`config.mk`:
```
export PLATFORM = sky130hd
export DESIGN_NAME = boot_loader
export DESIGN_NICKNAME = d
export VERILOG_FILES = /design/src/rtl/boot_loader_pkg.sv /design/src/rtl/boot_word_asm.sv /design/src/rtl/boot_loader.sv
export SDC_FILE = /design/constraint.sdc
export NUM_CORES = 1
export LEC_CHECK = 0
export CAP_MARGIN = 20
export CORE_UTILIZATION = 50
export CTS_CLUSTER_DIAMETER = 80
export DETAILED_ROUTE_END_ITERATION = 10
export PLACE_DENSITY = 0.78
export SYNTH_ARGS = -nofsm -noshare
export SYNTH_HDL_FRONTEND = slang
export SYNTH_SLANG_ARGS = --single-unit
```
`constraint.sdc`:
```
create_clock -name clk -period 2.2 [get_ports clk]
set_input_delay 0.44 -clock clk [delete_from_list [all_inputs] [get_ports clk]]
set_output_delay 0.44 -clock clk [all_outputs]
set_load 0.05 [all_outputs]
```
`src/rtl/boot_loader_pkg.sv`:
```
// ---------------------------------------------------------------------------
// boot_loader_pkg
// Shared definitions for the byte-stream program loader: command byte codes,
// the loader state encoding, sticky error bit positions and a helper that
// turns a frame COUNT byte into a word count.
// ---------------------------------------------------------------------------
package boot_loader_pkg;

    localparam logic [7:0] CMD_INST = 8'h49;  // 'I' write instruction memory
    localparam logic [7:0] CMD_DATA = 8'h44;  // 'D' write data memory
    localparam logic [7:0] CMD_GO   = 8'h47;  // 'G' release the core
    localparam logic [7:0] CMD_CLR  = 8'h43;  // 'C' clear sticky errors
    localparam logic [7:0] CMD_HALT = 8'h48;  // 'H' put the core back in reset

    localparam int ERR_CHK   = 0;  // checksum mismatch or unknown command
    localparam int ERR_RANGE = 1;  // write address beyond memory depth

    typedef enum logic [2:0] {
        ST_IDLE,
        ST_ADDR_HI,
        ST_ADDR_LO,
        ST_CNT,
        ST_DATA,
        ST_CHK,
        ST_RUN
    } state_t;

    // COUNT byte of zero encodes a full 256-word frame.
    function automatic logic [8:0] frame_words(input logic [7:0] cnt);
        return (cnt == 8'd0) ? 9'd256 : {1'b0, cnt};
    endfunction

endpackage

```
`src/rtl/boot_word_asm.sv`:
```
// ---------------------------------------------------------------------------
// boot_word_asm
// Packs data bytes (MSB first) into 32-bit words and keeps the running XOR
// of every frame byte after the command byte.
//
// Ports:
//   clk, rst_n   clock, asynchronous active-low reset
//   byte_in      accepted byte
//   clr          start of a new frame: restart byte index and XOR
//   hdr_en       header byte (address/count): XOR only
//   data_en      data byte: XOR and shift into the word
//   word         assembled word, valid while word_done is high
//   word_done    combinational, high with the 4th data byte of a word
//   chk          XOR of all header/data bytes accepted so far in the frame
// ---------------------------------------------------------------------------
module boot_word_asm (
    input  logic        clk,
    input  logic        rst_n,
    input  logic [7:0]  byte_in,
    input  logic        clr,
    input  logic        hdr_en,
    input  logic        data_en,
    output logic [31:0] word,
    output logic        word_done,
    output logic [7:0]  chk
);

    logic [23:0] shift_reg;
    logic [1:0]  idx_reg;
    logic [7:0]  chk_reg;

    always_ff @(posedge clk or negedge rst_n) begin
        if (!rst_n) begin
            shift_reg <= 24'd0;
            idx_reg   <= 2'd0;
            chk_reg   <= 8'd0;
        end else if (clr) begin
            idx_reg <= 2'd0;
            chk_reg <= 8'd0;
        end else if (hdr_en || data_en) begin
            chk_reg <= chk_reg ^ byte_in;
            if (data_en) begin
                shift_reg <= {shift_reg[15:0], byte_in};
                idx_reg   <= idx_reg + 2'd1;  // wraps to 0 after the 4th byte
            end
        end
    end

    // The word is completed combinationally so the top can register the
    // write strobe on the same edge that accepts the last byte.
    assign word      = {shift_reg, byte_in};
    assign word_done = data_en && !clr && (idx_reg == 2'd3);
    assign chk       = chk_reg;

endmodule

```
`src/rtl/boot_loader.sv`:
```
// ---------------------------------------------------------------------------
// boot_loader
// Byte-stream program loader in front of the mini-MIPS core. Decodes framed
// commands (CMD, ADDR_HI, ADDR_LO, COUNT, COUNT*4 data bytes [, CHK]) and
// writes big-endian words into instruction or data memory through the core's
// load ports. Keeps the core in reset until a GO command.
//
// Build option: BOOT_LOADER_CHKSUM_EN
//   defined   - each frame ends with a CHK byte (XOR of header and data
//               bytes); a mismatch sets err[0].
//   undefined - frames end after the last data byte; no CHK byte.
//
// Ports:
//   clk, rst_n                 clock, asynchronous active-low reset
//   rx_data/rx_valid/rx_ready  byte input, transfer on valid && ready
//   inst_we/inst_addr/inst_data_in  instruction memory write port
//   mem_we/mem_addr/mem_data_in     data memory write port
//   cpu_rst                    active-high core reset, low only in RUN
//   err                        sticky: [0] checksum/unknown cmd, [1] range
//   words_written              committed write count (wraps)
// ---------------------------------------------------------------------------
module boot_loader
    import boot_loader_pkg::*;
#(
    parameter int IMEM_DEPTH = 1024,
    parameter int DMEM_DEPTH = 1024
) (
    input  logic        clk,
    input  logic        rst_n,
    input  logic [7:0]  rx_data,
    input  logic        rx_valid,
    output logic        rx_ready,
    output logic        inst_we,
    output logic [31:0] inst_addr,
    output logic [31:0] inst_data_in,
    output logic        mem_we,
    output logic [31:0] mem_addr,
    output logic [31:0] mem_data_in,
    output logic        cpu_rst,
    output logic [1:0]  err,
    output logic [15:0] words_written
);

`ifdef BOOT_LOADER_CHKSUM_EN
    localparam bit CHK_EN = 1'b1;
`else
    localparam bit CHK_EN = 1'b0;
`endif

    state_t      state_reg;
    logic        target_data_reg;  // 1: data memory, 0: instruction memory
    logic [15:0] addr_reg;         // current word address within the frame
    logic [8:0]  words_left_reg;   // words still to receive, 1..256

    logic        take;
    logic        asm_clr;
    logic        asm_hdr;
    logic        asm_data;
    logic [31:0] asm_word;
    logic        asm_done;
    logic [7:0]  asm_chk;
    logic        in_range;

    assign take = rx_valid && rx_ready;

    always_comb begin
        asm_clr  = 1'b0;
        asm_hdr  = 1'b0;
        asm_data = 1'b0;
        if (take) begin
            asm_clr  = (state_reg == ST_IDLE);
            asm_hdr  = (state_reg == ST_ADDR_HI) || (state_reg == ST_ADDR_LO) ||
                       (state_reg == ST_CNT);
            asm_data = (state_reg == ST_DATA);
        end
    end

    always_comb begin
        in_range = 1'b0;
        if (target_data_reg)
            in_range = ({16'd0, addr_reg} < 32'(DMEM_DEPTH));
        else
            in_range = ({16'd0, addr_reg} < 32'(IMEM_DEPTH));
    end

    boot_word_asm u_word_asm (
        .clk       (clk),
        .rst_n     (rst_n),
        .byte_in   (rx_data),
        .clr       (asm_clr),
        .hdr_en    (asm_hdr),
        .data_en   (asm_data),
        .word      (asm_word),
        .word_done (asm_done),
        .chk       (asm_chk)
    );

    always_ff @(posedge clk or negedge rst_n) begin
        if (!rst_n) begin
            state_reg       <= ST_IDLE;
            target_data_reg <= 1'b0;
            addr_reg        <= 16'd0;
            words_left_reg  <= 9'd0;
            rx_ready        <= 1'b0;
            inst_we         <= 1'b0;
            inst_addr       <= 32'd0;
            inst_data_in    <= 32'd0;
            mem_we          <= 1'b0;
            mem_addr        <= 32'd0;
            mem_data_in     <= 32'd0;
            cpu_rst         <= 1'b1;
            err             <= 2'b00;
            words_written   <= 16'd0;
        end else begin
            // The loader never back-pressures once out of reset.
            rx_ready <= 1'b1;
            inst_we  <= 1'b0;
            mem_we   <= 1'b0;

            // Word commit: strobe, address and data are registered together;
            // an out-of-range word only flags the error and the frame goes on.
            if (asm_done) begin
                if (in_range) begin
                    if (target_data_reg) begin
                        mem_we      <= 1'b1;
                        mem_addr    <= {16'd0, addr_reg};
                        mem_data_in <= asm_word;
                    end else begin
                        inst_we      <= 1'b1;
                        inst_addr    <= {16'd0, addr_reg};
                        inst_data_in <= asm_word;
                    end
                    words_written <= words_written + 16'd1;
                end else begin
                    err[ERR_RANGE] <= 1'b1;
                end
                addr_reg <= addr_reg + 16'd1;
            end

            if (take) begin
                case (state_reg)
                    ST_IDLE: begin
                        case (rx_data)
                            CMD_INST: begin
                                target_data_reg <= 1'b0;
                                state_reg       <= ST_ADDR_HI;
                            end
                            CMD_DATA: begin
                                target_data_reg <= 1'b1;
                                state_reg       <= ST_ADDR_HI;
                            end
                            CMD_GO: begin
                                // GO is dropped entirely while any error is pending.
                                if (err == 2'b00) begin
                                    cpu_rst   <= 1'b0;
                                    state_reg <= ST_RUN;
                                end
                            end
                            CMD_CLR:  err <= 2'b00;
                            default:  err[ERR_CHK] <= 1'b1;
                        endcase
                    end
                    ST_ADDR_HI: begin
                        addr_reg[15:8] <= rx_data;
                        state_reg      <= ST_ADDR_LO;
                    end
                    ST_ADDR_LO: begin
                        addr_reg[7:0] <= rx_data;
                        state_reg     <= ST_CNT;
                    end
                    ST_CNT: begin
                        words_left_reg <= frame_words(rx_data);
                        state_reg      <= ST_DATA;
                    end
                    ST_DATA: begin
                        if (asm_done) begin
                            if (words_left_reg == 9'd1)
                                state_reg <= CHK_EN ? ST_CHK : ST_IDLE;
                            else
                                words_left_reg <= words_left_reg - 9'd1;
                        end
                    end
                    ST_CHK: begin
                        if (rx_data != asm_chk)
                            err[ERR_CHK] <= 1'b1;
                        state_reg <= ST_IDLE;
                    end
                    ST_RUN: begin
                        if (rx_data == CMD_HALT) begin
                            cpu_rst   <= 1'b1;
                            state_reg <= ST_IDLE;
                        end
                    end
                    default: state_reg <= ST_IDLE;
                endcase
            end
        end
    end

endmodule

```
; ---- Word level (Yosys, flattened, before mapping)
; Cells that the tools add are included.
[op_classes]
add_sub_neg = 4
mux = 41
reduce_logical = 28
n_div = 0
n_shift = 0
eq_ne = 24
mul = 0
bitwise = 3
order_cmp = 1
[ops]
columns = cell, count
row1 = == test 8 x 7 -> 1 bit (second input constant), 5
row2 = adder 16 x 1 -> 16 bit (second input constant), 2
row3 = two-way mux 16 bit, 2
row4 = two-way mux 8 bit, 4
row5 = two-way mux 9 bit, 3
row6 = case mux 3 bit (6 select lines), 1
row7 = case mux 9 bit (2 select lines), 1
row8 = two-way mux 1 bit, 17
row9 = less-than comparator 16 x 11 -> 1 bit (second input constant), 1
row10 = two-way mux 3 bit, 4
row11 = AND reduction 3 bit, 4
row12 = nonzero test 2 bit, 6
row13 = != test 2 bit (second input constant), 5
row14 = == test 3 bit (second input constant), 3
row15 = == test 9 x 1 -> 1 bit (second input constant), 1
row16 = subtractor 9 x 1 -> 9 bit (second input constant), 1
row17 = zero test 8 bit, 1
row18 = two-way mux 2 bit, 4
row19 = != test 8 bit, 1
row20 = case mux 1 bit (2 select lines), 4
row21 = AND reduction 4 bit, 2
row22 = bitwise XOR 8 bit, 1
row23 = == test 3 x 2 -> 1 bit (second input constant), 2
row24 = != test 2 x 1 -> 1 bit (second input constant), 3
row25 = other kinds (17), 23
[totals]
rom_bits = 0
input_bits = 11
wordCells = 119
latch_bits = 0
ramBits = 0
n_memories = 0
register_bits = 181

; ---- Longest topological paths before layout
[depth]
ltp_word = 9
mapped_depth = 8
depth_no_buf = 7

; ---- By module
; A second synthesis with hierarchy kept.
[hier_totals]
cells_unflattened = 753
area_unflattened_um2 = 8179.1
[by_module_without_submodules]
columns = mod, n_inst, cells_each, area_each_um2
row1 = boot_loader, 1, 642, 6581.3
row2 = boot_word_asm, 1, 111, 1597.8

; ---- Least setup slack after synthesis
; OpenSTA, ideal clock, no wires.
[synth_timing]
path_type = flip-flop to flip-flop
startpoint = reg rx_ready
endpoint = reg inst_addr[8]
n_path_buf = 2
synth_period_minus_slack_ns = 2.105
setup_time_ns = 0.125
t_arrival_ns = 1.981
setup_slack_ns = 0.095
stages_incl_launch_ff = 7
path_cell_list = dfrtp_1 -> and3_1 -> nand4_2 -> nor2_1 -> buf_4 -> buf_4 -> mux2_2
[synth_between]
elab_chain_len = 6
[synth_lines]
columns = element, line
row1 = from (decl), boot_loader.sv:32  ; output logic rx_ready,
row2 = from (signal assigned), boot_loader.sv:104  ; rx_ready <= 1'b0;
row3 = from (signal assigned), boot_loader.sv:116  ; rx_ready <= 1'b1;
row4 = logical AND 1 bit *, boot_loader.sv:64  ; assign take = rx_valid && rx_ready;
row5 = two-way mux 1 bit, boot_loader.sv:70  ; if (take) begin
row6 = zero test 1 bit, boot_word_asm.sv:52  ; assign word_done = data_en && !clr && (idx_reg == 2'd3);
row7 = logical AND 1 bit * (2 in a row), boot_word_asm.sv:52
row8 = AND reduction 3 bit (no line) *, --
row9 = to (signal assigned), boot_loader.sv:130  ; inst_addr <= {16'd0, addr_reg};
row10 = to (decl), boot_loader.sv:34  ; output logic [31:0] inst_addr,
; Every way passes the cells marked *; elsewhere a longest branch is shown, timed or not.
; A chain may end at the register's enable or synchronous reset.

; ---- Worst setup path after layout
[layout_timing]
startpoint = reg words_written[0]
endpoint = out words_written[0]
[layout_lines]
columns = element, line
row1 = from (decl), boot_loader.sv:41  ; output logic [15:0] words_written
row2 = from (signal assigned), boot_loader.sv:133  ; words_written <= words_written + 16'd1;
; No word-level cell between the ends.

==> impl_results.rst <==
.. list-table::
   :header-rows: 1

   * - Metric
     - Value
   * - Outcome
     - finished, final reports clean
   * - Data required time of the worst path
     - 1.76 ns
   * - CTS tree
     - done
   * - Root buf cell
     - clkbuf_16
   * - Min setup slack post-route
     - 0.0712 ns
   * - CP Capture Type
     - primary output
   * - # port buffers
     - 128
   * - Core area
     - 0.0154 mm2
   * - Global-route congestion overflow total
     - 0
   * - Dominant cell type by area after synthesis
     - dfrtp_1
   * - Placed cell count
     - 1028
   * - Overall die height
     - 128 um
   * - Slowest stage cell, crit path
     - clkdlybuf4s50_1
   * - Count of distinct cell types in the synthesized netlist
     - 56
   * - Insertion delay of the later-clocked pin in the worst-skew pair
     - 0.43 ns
   * - # clock sinks
     - 181
   * - GP Congestion
     - 0.851
   * - Number of enable-type register cells in the synthesized netlist
     - 0
   * - Net total in the final layout
     - 853
   * - Violation count after the first detailed-route iteration
     - 243
   * - Post-synthesis instance total
     - 674
   * - Register bit count reported by yosys
     - 181
   * - Class of the most critical hold timing path
     - input port to async pin
   * - Largest net degree at the start of global routing
     - 54
   * - Number of pins exceeding their max-slew limit in the final report
     - 0
   * - Via density per instance
     - 5.27
   * - Layout cells sized above 1
     - 24.2%
   * - Cts bufs inserted
     - 17
   * - Period utilisation layout
     - 96.8%
   * - Setup repair after global routing missed its margin
     - false
   * - Layout overhead on the synthesized area
     - 29.9%
   * - Max-cap viol count
     - 0
   * - Area of the die
     - 0.0165 mm2
   * - Number of buffers on the longest clock path
     - 2
   * - Peak supply drop
     - 0.667 mV
   * - DRC
     - 0
   * - 1st-pass router iterations
     - 5
   * - Global-route wire length before repair
     - 30200 um
   * - Total Power
     - 9.27 mW
   * - Min Clock Period, post-route
     - 2.13 ns
   * - Flip-flop cell with the highest count after synthesis
     - dfrtp_1
   * - Arrival @ worst endpoint
     - 1.69 ns
   * - Number of nets with antenna violations after detailed routing
     - 0
   * - Die Span X
     - 128 um
   * - Worst Tran Pin Value
     - 0.580 ns
   * - GR Util All Layers
     - 23.8%
   * - Minimum setup slack after placement
     - -0.370 ns
   * - Site row count
     - 45
   * - Total negative slack for setup checks
     - 0 ns
   * - Maximum clock skew at final layout
     - 0.00713 ns
   * - Cell area after technology mapping
     - 0.00797 mm2
   * - Proportion of synthesized chip area in sequential cells
     - 56.8%
   * - Number of global-route vias before repair
     - 5862
   * - Setup repair bufs after CTS
     - 0
   * - Proportion of register bits with asynchronous set or reset after synthesis
     - 100%
   * - Post-DR wirelength/cell
     - 17.2 um
   * - Mapped Avg Cell Area
     - 11.8 um2
   * - Number of I/O pins
     - 161
   * - Kind of cell adding the most delay to the critical path
     - buffers and inverters
   * - Critical setup path kind
     - register to primary output
   * - Library cell with the highest instance count after synthesis
     - dfrtp_1
   * - Power per unit of standard cell area
     - 895 mW/mm2
   * - Post-Layout Cell Count
     - 1062
   * - Post-Layout Inst Area
     - 0.0104 mm2
   * - FF+latch area
     - 0.00453 mm2
   * - Count of filler cells inserted in the layout
     - 1146
   * - Startpoint type of the worst setup path
     - register
   * - Static leakage power
     - 4.82 nW
   * - Maximum single-stage delay on the critical path
     - 0.84 ns
   * - Depth of the CTS H-tree
     - 4
   * - Top cells by instance count after synthesis
     - dfrtp_1 (180), mux2_2 (107), o21ai_0 (53)
   * - Starting utilization of the core area
     - 51.9%
   * - Maximum operating frequency
     - 0.470 GHz
   * - Total via count after detailed routing
     - 5600
   * - Dominant cells by area after synthesis
     - dfrtp_1 (56%), mux2_2 (15%), o21ai_0 (3.3%)
   * - Total of warnings raised by yosys
     - 0
   * - Biggest fanout along the worst timing path
     - 4
   * - Cells along the critical path
     - clkdlybuf4s50_1
   * - Area taken by multi-input logic gates
     - 0.00314 mm2
   * - Initial antenna violation count
     - 1
   * - Final WL
     - 18300 um
   * - Final Hold Vio Count
     - 0
   * - Buffering stage count on the worst path with inverters included
     - 1
   * - Clock input transition at the sequential cells of the worst setup and hold paths
     - 0.06 ns
   * - Count of endpoints failing setup in the final report
     - 0
   * - HPWL Detailed
     - 12800 um
   * - Normalized max-slew margin
     - 61.2%
   * - Yosys top cell area share
     - 56.5%
   * - DP Area
     - 0.00969 mm2
[cell type report]
class | instances | share of cell area [%]
clock buffer | 18 | 4.24
multi-input combinational | 445 | 30.4
timing repair buffer | 179 | 16.7
tap | 211 | 2.55
sequential | 181 | 43.8
clock inverter | 14 | 1.93
antenna | 1 | 0.0242
inverter | 13 | 0.471
[worst paths after layout]
| path | startpoint | to | slack, ns | cells past startpoint |
|---|---|---|---|---|
| max | words_written[0]$_DFFE_PN0P_ | words_written[0] | 0.07 | 1 |
| min reg2reg | mem_addr[7]$_DFFE_PN0P_ | mem_addr[7]$_DFFE_PN0P_ | 0.48 | 2 |
| min in group clk | mem_addr[7]$_DFFE_PN0P_ | mem_addr[7]$_DFFE_PN0P_ | 0.48 | 2 |
| max reg2reg | state_reg[1]$_DFFE_PN0P_ | inst_data_in[22]$_DFFE_PN0P_ | 0.15 | 6 |
| min | rst_n | words_written[4]$_DFFE_PN0P_ | 0.47 | 2 |
| max in group asynchronous | rst_n | u_word_asm.shift_reg[10]$_DFFE_PN0P_ | 1.06 | 3 |
[logic make-up (layout without fill, tap and decap cells)]
logic type	count (synthesis)	after routing	synth area share, %
other cells	2	34	0.0942
fa+ha+maj	5	5	0.785
simple gates	181	181	11.8
flops	181	181	56.8
mux	112	112	15.8
compound gates	84	84	5.89
buf+inv	79	224	5.59
xor+xnor	30	30	3.30
[power breakdown]
part / internal (mW) / switching (mW)
clock network: 1.94 / 1.30
logic: 0.689 / 0.979
registers: 3.81 / 0.545
[cells in the final DEF (no fill, tap or decap), types with 5 or more instances in the layout]
cell	netlist	final
buf_12	0	5
conb_1	2	33
nor3_1	14	13
o21ai_0	53	53
clkdlybuf4s50_1	0	125
xnor2_1	19	19
buf_4	34	46
and3_1	11	11
nand3_1	17	17
and2_1	8	8
mux2_2	107	107
dfrtp_1	180	180
nor2_1	33	31
xor2_1	11	11
nand2_1	48	47
nand4_1	9	9
inv_1	13	13
clkbuf_16	0	17
ha_1	5	5
nand2b_1	12	12
nor2b_1	7	7
a21oi_1	15	15
[layer usage]
metal	global-route usage, %	part of all wire, %	vias up	routed length, um
met5	0	0	-	0
met4	7.20	1.2	0	226
met3	5.05	4.2	16	766
met2	41.2	52	147	9450
met1	29.9	43	2833	7840
li1	-	-	2604	-
[repair_timing]
action | in CTS | in global routing
resized for setup | 1 | 2
endpoints found under the hold margin | 30 | 0
setup endpoints to repair | 1 | 3
hold buffers | 1 | 0
[metrics by stage]
step	hold WS [ns]	util [%]
final	0.467	67.4
after global routing	0.488	67.4
after global placement	0.348	63.1
after floorplan	0.144	-
after CTS	0.471	67.3
after detailed placement	0.350	63.1
Note: power is estimated with default switching activity, not from simulation.
